===== src/rtl/mdu_pkg.sv =====
// Shared types and constants for the multiply/divide sequencer.
// Holds the controller state encoding and the operation select values.
package mdu_pkg;

  localparam int DEFAULT_WIDTH = 32;

  localparam logic OP_MULT = 1'b0;
  localparam logic OP_DIV  = 1'b1;

  typedef enum logic [2:0] {
    IDLE      = 3'd0,
    LOAD      = 3'd1,
    MULT_ITER = 3'd2,
    DIV_ITER  = 3'd3,
    DIV_FIX   = 3'd4,
    WRITE     = 3'd5,
    DIV0      = 3'd6
  } state_e;

endpackage : mdu_pkg


===== src/rtl/mdu_iter_counter.sv =====
// Iteration counter for the multiply/divide sequencer.
// Clears on request, counts when enabled and flags the final iteration (WIDTH-1).
module mdu_iter_counter #(
  parameter int WIDTH = 32,
  parameter int CNT_W = 6
) (
  input  logic             clk,
  input  logic             reset,
  input  logic             clear_i,
  input  logic             en_i,
  output logic [CNT_W-1:0] count_o,
  output logic             last_o
);

  localparam logic [CNT_W-1:0] LAST = CNT_W'(WIDTH - 1);

  logic [CNT_W-1:0] count_q, count_d;

  always_comb begin
    count_d = count_q;
    if (clear_i) begin
      count_d = '0;
    end else if (en_i) begin
      count_d = count_q + 1'b1;
    end
  end

  // NOTE: sequential state uses non-blocking assignments so every register
  // samples the pre-edge values regardless of process ordering.
  always_ff @(posedge clk) begin
    if (!reset) begin
      count_q <= '0;
    end else begin
      count_q <= count_d;
    end
  end

  assign count_o = count_q;
  assign last_o  = (count_q == LAST);

endmodule : mdu_iter_counter


===== src/rtl/mult_div_sequencer.sv =====
// Multicycle controller for the iterative multiply/divide datapath: load, WIDTH
// shift steps, optional signed fix-up, then HI/LO write or divide-by-zero pulse.
module mult_div_sequencer
  import mdu_pkg::*;
#(
  parameter int WIDTH = DEFAULT_WIDTH,
  parameter int CNT_W = 6
) (
  input  logic             clk,
  input  logic             reset,
  input  logic             start,
  input  logic             op,
  input  logic             divisor_zero,
  input  logic             sign_a,
  input  logic             sign_b,
  output logic             busy,
  output logic             load_operands,
  output logic             mult_step,
  output logic             div_step,
  output logic             fix_sign_quot,
  output logic             fix_sign_rem,
  output logic             hi_write,
  output logic             lo_write,
  output logic             done,
  output logic             div_zero_exc,
  output logic [CNT_W-1:0] iter_count
);

  state_e state_q, state_d;
  logic   op_q, op_d;
  logic   sign_a_q, sign_a_d;
  logic   sign_b_q, sign_b_d;
  logic   iter_last;
  logic   in_iter;

  assign in_iter = (state_q == MULT_ITER) || (state_q == DIV_ITER);

  // Count holds at WIDTH-1 on the final step so it never wraps.
  mdu_iter_counter #(
    .WIDTH (WIDTH),
    .CNT_W (CNT_W)
  ) u_iter_counter (
    .clk     (clk),
    .reset   (reset),
    .clear_i (state_q == LOAD),
    .en_i    (in_iter && !iter_last),
    .count_o (iter_count),
    .last_o  (iter_last)
  );

  always_comb begin
    op_d     = op_q;
    sign_a_d = sign_a_q;
    sign_b_d = sign_b_q;
    if (state_q == IDLE && start) begin
      op_d = op;
    end
    if (state_q == LOAD) begin
      sign_a_d = sign_a;
      sign_b_d = sign_b;
    end
  end

  always_ff @(posedge clk) begin
    if (!reset) begin
      state_q  <= IDLE;
      op_q     <= OP_MULT;
      sign_a_q <= 1'b0;
      sign_b_q <= 1'b0;
    end else begin
      state_q  <= state_d;
      op_q     <= op_d;
      sign_a_q <= sign_a_d;
      sign_b_q <= sign_b_d;
    end
  end

  // NOTE: every combinational output gets a default first, so no path can
  // leave a signal unassigned and infer a latch.
  always_comb begin
    state_d = state_q;
    unique case (state_q)
      IDLE:      if (start) state_d = LOAD;
      LOAD: begin
        if (op_q == OP_DIV && divisor_zero) state_d = DIV0;
        else if (op_q == OP_DIV)            state_d = DIV_ITER;
        else                                state_d = MULT_ITER;
      end
      MULT_ITER: if (iter_last) state_d = WRITE;
      DIV_ITER:  if (iter_last) state_d = DIV_FIX;
      DIV_FIX:   state_d = WRITE;
      WRITE:     state_d = IDLE;
      DIV0:      state_d = IDLE;
      default:   state_d = IDLE;
    endcase
  end

  always_comb begin
    busy          = (state_q != IDLE);
    load_operands = (state_q == LOAD);
    mult_step     = (state_q == MULT_ITER);
    div_step      = (state_q == DIV_ITER);
    fix_sign_quot = 1'b0;
    fix_sign_rem  = 1'b0;
    hi_write      = (state_q == WRITE);
    lo_write      = (state_q == WRITE);
    done          = (state_q == WRITE);
    div_zero_exc  = (state_q == DIV0);
    if (state_q == DIV_FIX) begin
      fix_sign_quot = sign_a_q ^ sign_b_q;
      fix_sign_rem  = sign_a_q;
    end
  end

endmodule : mult_div_sequencer


===== config.mk =====
export PLATFORM = sky130hd
export DESIGN_NAME = mult_div_sequencer
export DESIGN_NICKNAME = d
export VERILOG_FILES = /design/src/rtl/mdu_pkg.sv /design/src/rtl/mdu_iter_counter.sv /design/src/rtl/mult_div_sequencer.sv
export SDC_FILE = /design/constraint.sdc
export NUM_CORES = 1
export LEC_CHECK = 0
export CAP_MARGIN = 40
export CORE_AREA = 8 8 45 47
export DETAILED_ROUTE_END_ITERATION = 12
export DIE_AREA = 0 0 53 55
export DONT_BUFFER_PORTS = 1
export PLACE_DENSITY = 0.66
export SKIP_CTS_REPAIR_TIMING = 1
export SLEW_MARGIN = 10
export SYNTH_ARGS = -nofsm -noshare
export SYNTH_HDL_FRONTEND = slang
export SYNTH_SLANG_ARGS = --single-unit

===== constraint.sdc =====
create_clock -name clk -period 2.07 [get_ports clk]
set_input_delay 0.414 -clock clk [delete_from_list [all_inputs] [get_ports clk]]
set_output_delay 0.414 -clock clk [all_outputs]
set_load 0.01 [all_outputs]

Word-level counts from Yosys, hierarchy flattened
Index checks and enable logic that the tools add are counted.
Widths: inputs -> output; s select.
{"block": "op_classes", "n_eq_ne": 10, "n_mux": 8, "bitwise_logic": 2, "n_reduce_logical": 9, "n_addsub": 1}
{"operator": "$pmux 3 s5", "n": 1}
{"operator": "$mux 3", "n": 4}
{"operator": "$eq 3x3->1 const B", "n": 3}
{"operator": "$add 6x1->6 const B", "n": 1}
{"operator": "$eq 3x2->1 const B", "n": 2}
{"operator": "$eq 6x5->1 const B", "n": 1}
{"operator": "$ne 2x1->1 const B", "n": 2}
{"operator": "$eq 3x1->1 const B", "n": 1}
{"operator": "$logic_and 1x1->1", "n": 3}
{"operator": "$logic_not 3->1", "n": 1}
{"operator": "$mux 1", "n": 3}
{"operator": "$reduce_and 3->1", "n": 1}
{"operator": "$reduce_bool 3->1", "n": 1}
{"operator": "$ne 2x2->1 const B", "n": 1}
{"operator": "$reduce_or 2->1", "n": 1}
{"operator": "$logic_not 1->1", "n": 1}
{"operator": "$logic_or 1x1->1", "n": 1}
{"operator": "$not 1->1", "n": 1}
{"operator": "$xor 1x1->1", "n": 1}
{"block": "word_totals", "inputBits": 7, "out_inout_bits": 16, "regBits": 12, "word_cells": 35}

Depth between registers and ports, before layout
Gate-level depths: netlist of run 1.
{"block": "depth", "word_depth": 3, "ltp_mapped": 5, "mapped_depth_nobuf": 5}

Hierarchy
Synthesis of run 1 repeated with hierarchy kept, for this count alone.
{"block": "hier_totals", "hier_cells": 69, "hier_area_um2": 665.6}
{"module": "mult_div_sequencer", "instances": 1, "cells_each": 42, "area_per_inst_um2": 410.4, "seq_area_each_um2": 120.1}
{"module": "mdu_iter_counter", "instances": 1, "cells_each": 27, "area_per_inst_um2": 255.2, "seq_area_each_um2": 120.1}

Worst setup path after synthesis of run 1
No wires, ideal clock.
{"block": "synth_path", "path_kind": "register -> output", "start": "reg state_q[2]", "end": "out fix_sign_quot", "required_time_ns": 1.656, "slack_ns": 0.551, "path_buffers": 1, "path_stages_with_launch": 3, "arrival_time_ns": 1.105, "path_cell_list": "dfxtp_1 > clkbuf_1 > nor4b_1"}
{"block": "synth_via", "elab_chain_len": 2}
{"element": "start, declared", "line_no": "mult_div_sequencer.sv:29", "rtl": "state_e state_q, state_d;"}
{"element": "start signal, assigned", "line_no": "mult_div_sequencer.sv:71", "rtl": "state_q <= state_d;"}
{"element": "$eq 3x3->1", "line_no": "mult_div_sequencer.sv:109", "rtl": "if (state_q == DIV_FIX) begin"}
{"element": "$mux 1", "line_no": "mult_div_sequencer.sv:109"}
{"element": "end, declared", "line_no": "mult_div_sequencer.sv:20", "rtl": "output logic fix_sign_quot,"}
No other way between the ends.

Final worst setup path of run 1
Ends and elaborated chain as after synthesis.

==> flow_summary_export.csv, run 1 <==
group,metric,value,unit
layout,drive_gt1_frac,0.0959,
worst_setup_path,r2r-end,"state_q[0]$_SDFFE_PN0P_",
synth,synthMuxAreaShare,0.0737,
synth,synth_area_leaders,"dfxtp_1 35%, mux2i_1 7.4%, nor2b_1 3.7%",
synth,seq_area_frac_synth,0.354,
layout,antenna_cells,0,
job,cap_violations,0,
global_routing,grt_max_degree,15,
clocking,h-tree-depth,1,
routing,via_per_inst,5.96,
global_routing,grtUsageMet1,0.127,
worst_setup_path,cp.arrival,1400,ps
worst_setup_path,cpLargestDelayFamily,"flip-flops",
timing,maxSlewHeadroom,0.614,
timing,report.final.slew_viol_count,0,
synth,synth-adder-area-share,0.0184,
global_routing,grt_pass1_wl,2300,um
power,cellPowerDensity,728,nW/um^2
clocking,clk_path_buf_depth,2,
die,start_util,0.491,
clocking,numCtsBuffers,3,
timing,fmax,552,MHz
worst_setup_path,critPathLaunchType,"flop",
die,fp-row-count,14,
clocking,clock_sinks,12,
worst_setup_path,path_cells,"nor4b_1",
clocking,clk_pin_slew,70,ps
layout,area_growth,1.47,%
timing,finalCritPeriodShare,0.874,
synth,ys.flop_type,"dfxtp_1",
die,die_area,2920,um^2
clocking,clock_latency,270,ps
synth,synth_xor_area_frac,0.0258,
worst_setup_path,endpoint,"fix_sign_quot",
layout,final_cell_mix,"12 x dfxtp_1, 6 x nor2_1, 5 x mux2i_1, 4 x nor2b_1, 4 x a21oi_1",
layout,fin_area,689,um^2
synth,synth-edff-count,0,
global_routing,grt_pass1_vias,516,
routing,drc,0,
min_path,min_path_type,"input pin to flop",
routing,drt_wl_total,1330,um
synth,synth_compound_area_frac,0.134,
synth,syn_inst,76,
worst_setup_path,cpPeakStageDelay,590,ps
placed_design,gp_congestion,0.718,
worst_setup_path,cp_max_fo,14,
synth,synthDistinctLibCells,33,
global_routing,busiest_layer,"met2",
clocking,root_buffer,"clkbuf_4",
routing,dr.pass1.iters,4,
worst_setup_path,critical_path.slowest_cell,"dfxtp_1",
die,io_pins,23,
global_routing,overflow,0,
synth,synth-warning-count,0,
worst_setup_path,crit_buf_inv,0,
timing,fin_setup_tns,0,ps
synth,synthesis.nets,84,
placed_design,dp_slack,432,ps
worst_setup_path,regToRegSetupSlack,430,ps
timing,worst_pin_slew,571,ps
die,die_h,55,um
global_routing,met2_usage,0.148,
power,ir_drop,376,uV
die,core,1380,um^2
die,die_w,53,um
synth,synth_async_sr_flop_share,0,
global_routing,grt_usage,0.103,
global_routing,antenna_found_initial,0,
routing,wl_per_cell,14.9,um
worst_setup_path,r2r-start,"u_iter_counter.count_o[0]$_SDFFE_PP0P_",
routing,vias,530,
layout,nNetsFinal,83,
timing,fin_ws,260,ps
timing,fin_skew,0.367,ps
clocking,tritoncts,"done",
run_status,status,"finished clean",
timing,rsz0062_at_grt,"no",
placed_design,dpl.hpwl,1020,um
placed_design,placed_area,667,um^2
worst_setup_path,end_kind,"primary output",
routing,ant_nets,0,
layout,post-route-util,0.498,
worst_setup_path,required,1660,ps
synth,synth_top_family_by_area,"simple AND/OR/NAND/NOR gates",
synth,syn_area,679,um^2
power,p_total,502,uW
synth,synthSimpleGateAreaFrac,0.330,
placed_design,io_buffers,0,
worst_setup_path,rr_worst_depth,5,
global_routing,use_met3,0.0481,
layout,mostFrequentLayoutCell,"dfxtp_1",
worst_setup_path,critical_path_depth,1,
timing,period_minus_slack,1810,ps
synth,synth_area_per_cell,8.94,um^2
worst_setup_path,critPathLaunch,"state_q[2]$_SDFFE_PN0P_",
power,leakage,0.251,nW
worst_setup_path,critical_path_class,"flop to primary output",
timing,setup_viol,0,
timing,final_hold_viol_count,0,
synth,yosysTopAreaCell,"dfxtp_1",
synth,synth_top_area_share,0.354,
routing,drt_iter0_drc,7,
synth,ys_ff_latch,12,
worst min path at each step:
| stage | start | endpoint | cells past startpoint |
|---|---|---|---|
| 2_1_floorplan | op_q$_SDFFE_PN0P_ | op_q$_SDFFE_PN0P_ | 2 |
| 6_report | reset | state_q[2]$_SDFFE_PN0P_ | 1 |
| 3_3_place_gp | sign_b_q$_SDFFE_PN0P_ | sign_b_q$_SDFFE_PN0P_ | 2 |
| 4_1_cts | reset | state_q[2]$_SDFFE_PN0P_ | 1 |
| 3_5_place_dp | sign_b_q$_SDFFE_PN0P_ | sign_b_q$_SDFFE_PN0P_ | 2 |
| 5_1_grt | reset | state_q[2]$_SDFFE_PN0P_ | 1 |
cells by family after synthesis:
group	Yosys count
muxes	5
buffers and inverters	8
adders and majority gates	1
and+or+nand+nor	34
xor gates and xnor gates	2
DFF	12
AOI/OAI and AO/OA	14
sequential cells by signal, indices dropped and copies added (netlist names):
register / flops
op_q: 1
u_iter_counter.count_o: 6
sign_a_q: 1
state_q: 3
sign_b_q: 1
final cells by class:
cell class	instances	area [um^2]
Fill cell	132	694
Multi-Input combinational cell	56	395
Sequential cell	12	240
Clock buffer	3	22.5
Tap cell	16	20.0
Timing Repair Buffer	1	7.51
Inverter	1	3.75
per-layer routing:
layer	up-vias	share of wire
met1	234	0.45
met5	-	0
met2	18	0.44
met4	0	0.018
met3	5	0.099
li1	273	-
cells in the mapped netlist (all sizes together), types with 2 or more instances:
cell type / n
nand2: 3
nor4b: 2
clkbuf: 3
xnor2: 2
and4: 2
nand3: 2
dfxtp: 12
nor2b: 5
nand4: 3
a211oi: 2
nand2b: 3
nor2: 6
a21oi: 4
buf: 4
nor3b: 2
o21ai: 3
mux2i: 5
power by group:
group | leakage [nW] | switching [mW] | internal (mW)
logic | 0.140 | 0.0450 | 0.0441
registers | 0.0976 | 0.0276 | 0.246
clock network | 0.0138 | 0.0719 | 0.0673
total | 0.251 | 0.145 | 0.358
through the flow:
step | cells | hold slack [ps]
2_1_floorplan | 76 | 502
3_3_place_gp | 86 | 528
3_5_place_dp | 86 | 533
4_1_cts | 89 | 270
5_1_grt | 89 | 279
6_report | 89 | 273
Note: power is estimated with default switching activity, not from simulation.
==> run 2, diff against run 1 <==
--- a/config.mk
+++ b/config.mk
@@ -11,6 +11,7 @@
 export DIE_AREA = 0 0 53 55
 export DONT_BUFFER_PORTS = 1
 export PLACE_DENSITY = 0.66
+export REMOVE_ABC_BUFFERS = 1
 export SKIP_CTS_REPAIR_TIMING = 1
 export SLEW_MARGIN = 10
 export SYNTH_ARGS = -nofsm -noshare
==> flow_summary_export.csv, run 2 (same netlist as run 1, synthesis figures left out) <==
group,metric,value,unit
routing,via_per_inst,6.11,
timing,fin_skew,3.99,ps
timing,fin_setup_tns,0,ps
die,start_util,0.491,
routing,vias,544,
worst_setup_path,critical_path.slowest_cell,"dfxtp_1",
worst_setup_path,required,1660,ps
routing,drt_iter0_drc,15,
global_routing,grt_usage,0.111,
layout,final_cell_mix,"12 x dfxtp_1, 6 x nor2_1, 5 x mux2i_1, 4 x nor2b_1, 4 x a21oi_1",
power,p_total,506,uW
timing,worst_pin_slew,592,ps
clocking,root_buffer,"clkbuf_4",
power,cellPowerDensity,734,nW/um^2
timing,period_minus_slack,1830,ps
layout,area_growth,1.47,%
routing,dr.pass1.iters,4,
layout,mostFrequentLayoutCell,"dfxtp_1",
placed_design,gp_congestion,0.696,
layout,antenna_cells,0,
timing,finalCritPeriodShare,0.886,
worst_setup_path,cp.arrival,1420,ps
min_path,min_path_type,"input pin to flop",
worst_setup_path,cp_max_fo,14,
die,die_area,2920,um^2
placed_design,dpl.hpwl,1020,um
global_routing,grt_pass1_wl,2370,um
routing,ant_nets,0,
layout,nNetsFinal,83,
timing,fin_ws,235,ps
worst_setup_path,cpLargestDelayFamily,"flip-flops",
timing,fmax,545,MHz
min_path,holdPathEnd,"state_q[2]$_SDFFE_PN0P_",
timing,final_hold_viol_count,0,
die,die_h,55,um
clocking,clock_latency,270,ps
worst_setup_path,critPathLaunchType,"flop",
clocking,clock_sinks,12,
timing,rsz0062_at_grt,"no",
timing,report.final.slew_viol_count,0,
global_routing,overflow,0,
worst_setup_path,critical_path_class,"flop to primary output",
routing,drt_wl_total,1390,um
job,cap_violations,0,
global_routing,grt_max_degree,15,
clocking,clk_pin_slew,80,ps
run_status,status,"finished clean",
worst_setup_path,r2r-start,"u_iter_counter.count_o[0]$_SDFFE_PP0P_",
worst_setup_path,regToRegSetupSlack,420,ps
worst_setup_path,crit_buf_inv,0,
clocking,tritoncts,"done",
layout,largest_reg_flops,6,
worst_setup_path,rr_worst_depth,5,
die,core,1380,um^2
die,io_pins,23,
worst_setup_path,r2r-end,"state_q[0]$_SDFFE_PN0P_",
clocking,h-tree-depth,1,
worst_setup_path,end_kind,"primary output",
placed_design,dp_slack,422,ps
global_routing,grt_pass1_vias,515,
min_path,holdPathStages,1,
layout,drive_gt1_frac,0.0959,
clocking,numCtsBuffers,3,
power,ir_drop,477,uV
die,fp-row-count,14,
global_routing,antenna_found_initial,0,
worst_setup_path,path_cells,"nor4b_1",
power,leakage,0.251,nW
worst_setup_path,cpPeakStageDelay,600,ps
timing,maxSlewHeadroom,0.600,
clocking,clk_path_buf_depth,2,
min_path,worstHoldStart,"reset",
die,die_w,53,um
timing,setup_viol,0,
placed_design,io_buffers,0,
routing,wl_per_cell,15.6,um
routing,drc,0,
==> run 2: cell counts in the layout (fill, tap and decap cells not counted) <==
Identical to the previous run, type by type.
==> run 2: report_power, final <==
| part | total, mW | internal (mW) | switching (mW) |
|---|---|---|---|
| logic | 0.0898 | 0.0441 | 0.0457 |
| registers | 0.275 | 0.246 | 0.0290 |
| clock network | 0.141 | 0.0672 | 0.0740 |
| total | 0.506 | 0.357 | 0.149 |
==> run 2: worst register-to-register path, delay by kind of cell, from the launching register on <==
family | cells | cell delay, ps
AO/OA/AOI/OAI | 2 | 330
adder cells (fa/ha/maj) | 1 | 330
flip-flops | 1 | 470
AND/OR/NAND/NOR | 2 | 440
==> run 2: area by class of cell <==
type | count | area (um^2)
Timing Repair Buffer | 1 | 7.51
Fill cell | 132 | 694
Tap cell | 16 | 20.0
Clock buffer | 3 | 22.5
Inverter | 1 | 3.75
Sequential cell | 12 | 240
Multi-Input combinational cell | 56 | 395
==> run 2: worst max-delay path by stage <==
| stage | from | endpoint | slack [ps] | cells past startpoint |
|---|---|---|---|---|
| 2_1_floorplan | u_iter_counter.count_o[0]$_SDFFE_PP0P_ | state_q[0]$_SDFFE_PN0P_ | 640 | 5 |
| 3_3_place_gp | u_iter_counter.count_o[0]$_SDFFE_PP0P_ | state_q[0]$_SDFFE_PN0P_ | 440 | 5 |
| 3_5_place_dp | u_iter_counter.count_o[0]$_SDFFE_PP0P_ | state_q[0]$_SDFFE_PN0P_ | 420 | 5 |
| 4_1_cts | state_q[2]$_SDFFE_PN0P_ | fix_sign_quot | 190 | 1 |
| 5_1_grt | state_q[2]$_SDFFE_PN0P_ | fix_sign_rem | 120 | 1 |
| 6_report | state_q[2]$_SDFFE_PN0P_ | fix_sign_quot | 240 | 1 |
==> run 2: per-layer routing <==
metal / up-vias / wire length (um) / GRT usage
met5: - / 0 / 0
met4: 0 / 16 / 0.0776
met3: 2 / 122 / 0.0535
met2: 15 / 615 / 0.148
met1: 255 / 637 / 0.136
li1: 272 / - / -
==> run 2: per-stage QoR <==
step | cell area [um^2] | hold slack (ps) | utilization | instances
after detailed placement | 667 | 533 | 0.482 | 86
after global routing | 689 | 242 | 0.498 | 89
after CTS | 689 | 258 | 0.498 | 89
after floorplan | 639 | 502 | - | 69
after global placement | 667 | 526 | 0.482 | 86
final | 689 | 271 | 0.498 | 89
==> run 3, diff against run 2 <==
--- a/config.mk
+++ b/config.mk
@@ -6,11 +6,11 @@
 export NUM_CORES = 1
 export LEC_CHECK = 0
 export CAP_MARGIN = 40
-export CORE_AREA = 8 8 45 47
+export CORE_MARGIN = 8
+export CORE_UTILIZATION = 46
 export DETAILED_ROUTE_END_ITERATION = 12
-export DIE_AREA = 0 0 53 55
 export DONT_BUFFER_PORTS = 1
-export PLACE_DENSITY = 0.66
+export RECOVER_POWER = 50
 export REMOVE_ABC_BUFFERS = 1
 export SKIP_CTS_REPAIR_TIMING = 1
 export SLEW_MARGIN = 10
==> flow_summary_export.csv, run 3 (same netlist as run 1, synthesis figures left out) <==
group,metric,value,unit
run_status,status,"finished clean",
worst_setup_path,required,1660,ps
timing,rsz0062_at_grt,"no",
layout,fin_area,689,um^2
timing,setup_viol,0,
routing,drc,0,
worst_setup_path,end_kind,"primary output",
layout,final_cell_mix,"12 x dfxtp_1, 6 x nor2_1, 5 x mux2i_1, 4 x nor2b_1, 4 x a21oi_1",
global_routing,antenna_found_initial,0,
placed_design,post-place-cells,86,
timing,worst_pin_slew,608,ps
layout,num-fill-cells,146,
timing,fin_skew,6.11,ps
placed_design,io_buffers,0,
min_path,min_path_type,"input pin to flop",
global_routing,grt_max_degree,15,
clocking,clk_path_buf_depth,2,
clocking,clock_sinks,12,
worst_setup_path,cpPeakStageDelay,590,ps
timing,whs,256,ps
layout,multi_input_area,385,um^2
timing,finalCritPeriodShare,0.893,
routing,drt_wl_total,1470,um
die,fp-row-count,14,
placed_design,dpl.hpwl,1070,um
timing,period_minus_slack,1850,ps
placed_design,gp_congestion,0.779,
timing,report.final.slew_viol_count,0,
global_routing,overflow,0,
layout,drive_gt1_frac,0.0676,
placed_design,dp_slack,391,ps
layout,largest_reg_flops,6,
worst_setup_path,critPathLaunchType,"flop",
worst_setup_path,rr_worst_depth,5,
worst_setup_path,path_cells,"nor4b_1",
worst_setup_path,cp_max_fo,14,
layout,area_growth,1.47,%
routing,vias,563,
layout,mostFrequentLayoutCell,"dfxtp_1",
power,leakage,0.251,nW
routing,via_per_inst,6.26,
clocking,tritoncts,"done",
global_routing,met2_usage,0.181,
clocking,clock_latency,280,ps
die,core,1440,um^2
routing,ant_nets,0,
routing,wl_per_cell,16.3,um
placed_design,placed_area,667,um^2
job,cap_violations,0,
power,p_total,553,uW
clocking,root_buffer,"clkbuf_4",
timing,maxSlewHeadroom,0.589,
routing,drt_iter0_drc,2,
worst_setup_path,crit_buf_inv,0,
layout,nNetsFinal,83,
global_routing,grt_pass1_wl,2450,um
routing,dr.pass1.iters,4,
worst_setup_path,cpLargestDelayFamily,"flip-flops",
clocking,clk_pin_slew,80,ps
worst_setup_path,cp.arrival,1430,ps
global_routing,grt_pass1_vias,566,
global_routing,grtUsageMet1,0.113,
die,start_util,0.473,
timing,fin_setup_tns,0,ps
worst_setup_path,critical_path_depth,1,
die,io_pins,23,
layout,stdcell_count,90,
power,ir_drop,390,uV
die,die_area,2960,um^2
global_routing,grt_usage,0.114,
clocking,h-tree-depth,1,
worst_setup_path,critical_path.slowest_cell,"dfxtp_1",
timing,fin_ws,222,ps
global_routing,use_met3,0.0462,
layout,post-route-util,0.480,
layout,antenna_cells,0,
worst_setup_path,critical_path_class,"flop to primary output",
global_routing,busiest_layer,"met2",
power,cellPowerDensity,802,nW/um^2
timing,fmax,541,MHz
die,die_h,54.4,um
layout,regArea,240,um^2
die,die_w,54.4,um
timing,final_hold_viol_count,0,
clocking,numCtsBuffers,3,
min_path,holdPathStages,1,
## run 3: cell types whose count changed in the layout (fill, tap and decap cells not counted), sizes merged
| cell | before | now |
|---|---|---|
| buf | 1 | 0 |
| clkbuf | 3 | 5 |
## run 3: power breakdown
part	internal [mW]	total (mW)	switching [mW]	leakage, nW
registers	0.246	0.275	0.0287	0.0976
logic	0.0411	0.0887	0.0475	0.132
clock network	0.107	0.190	0.0827	0.0210
## run 3: path summary, 6_finish.rpt
kind	start	end	slack, ps
max	state_q[2]$_SDFFE_PN0P_	fix_sign_quot	220
min	reset	state_q[2]$_SDFFE_PN0P_	260
max reg2reg	u_iter_counter.count_o[0]$_SDFFE_PP0P_	state_q[0]$_SDFFE_PN0P_	270
min reg2reg	sign_b_q$_SDFFE_PN0P_	sign_b_q$_SDFFE_PN0P_	540
## run 3: metal layers
layer | wire length [um] | vias up
met2 | 643 | 17
met5 | 0 | -
li1 | - | 274
met1 | 643 | 265
met3 | 127 | 7
met4 | 56 | 0
## run 3: final cells by class
class                           count  area share
Sequential cell                    12       0.348
Tap cell                           16      0.0290
Multi-Input combinational cell     56       0.559
Clock buffer                        4      0.0526
Timing Repair Buffer                1     0.00544
Inverter                            1     0.00544
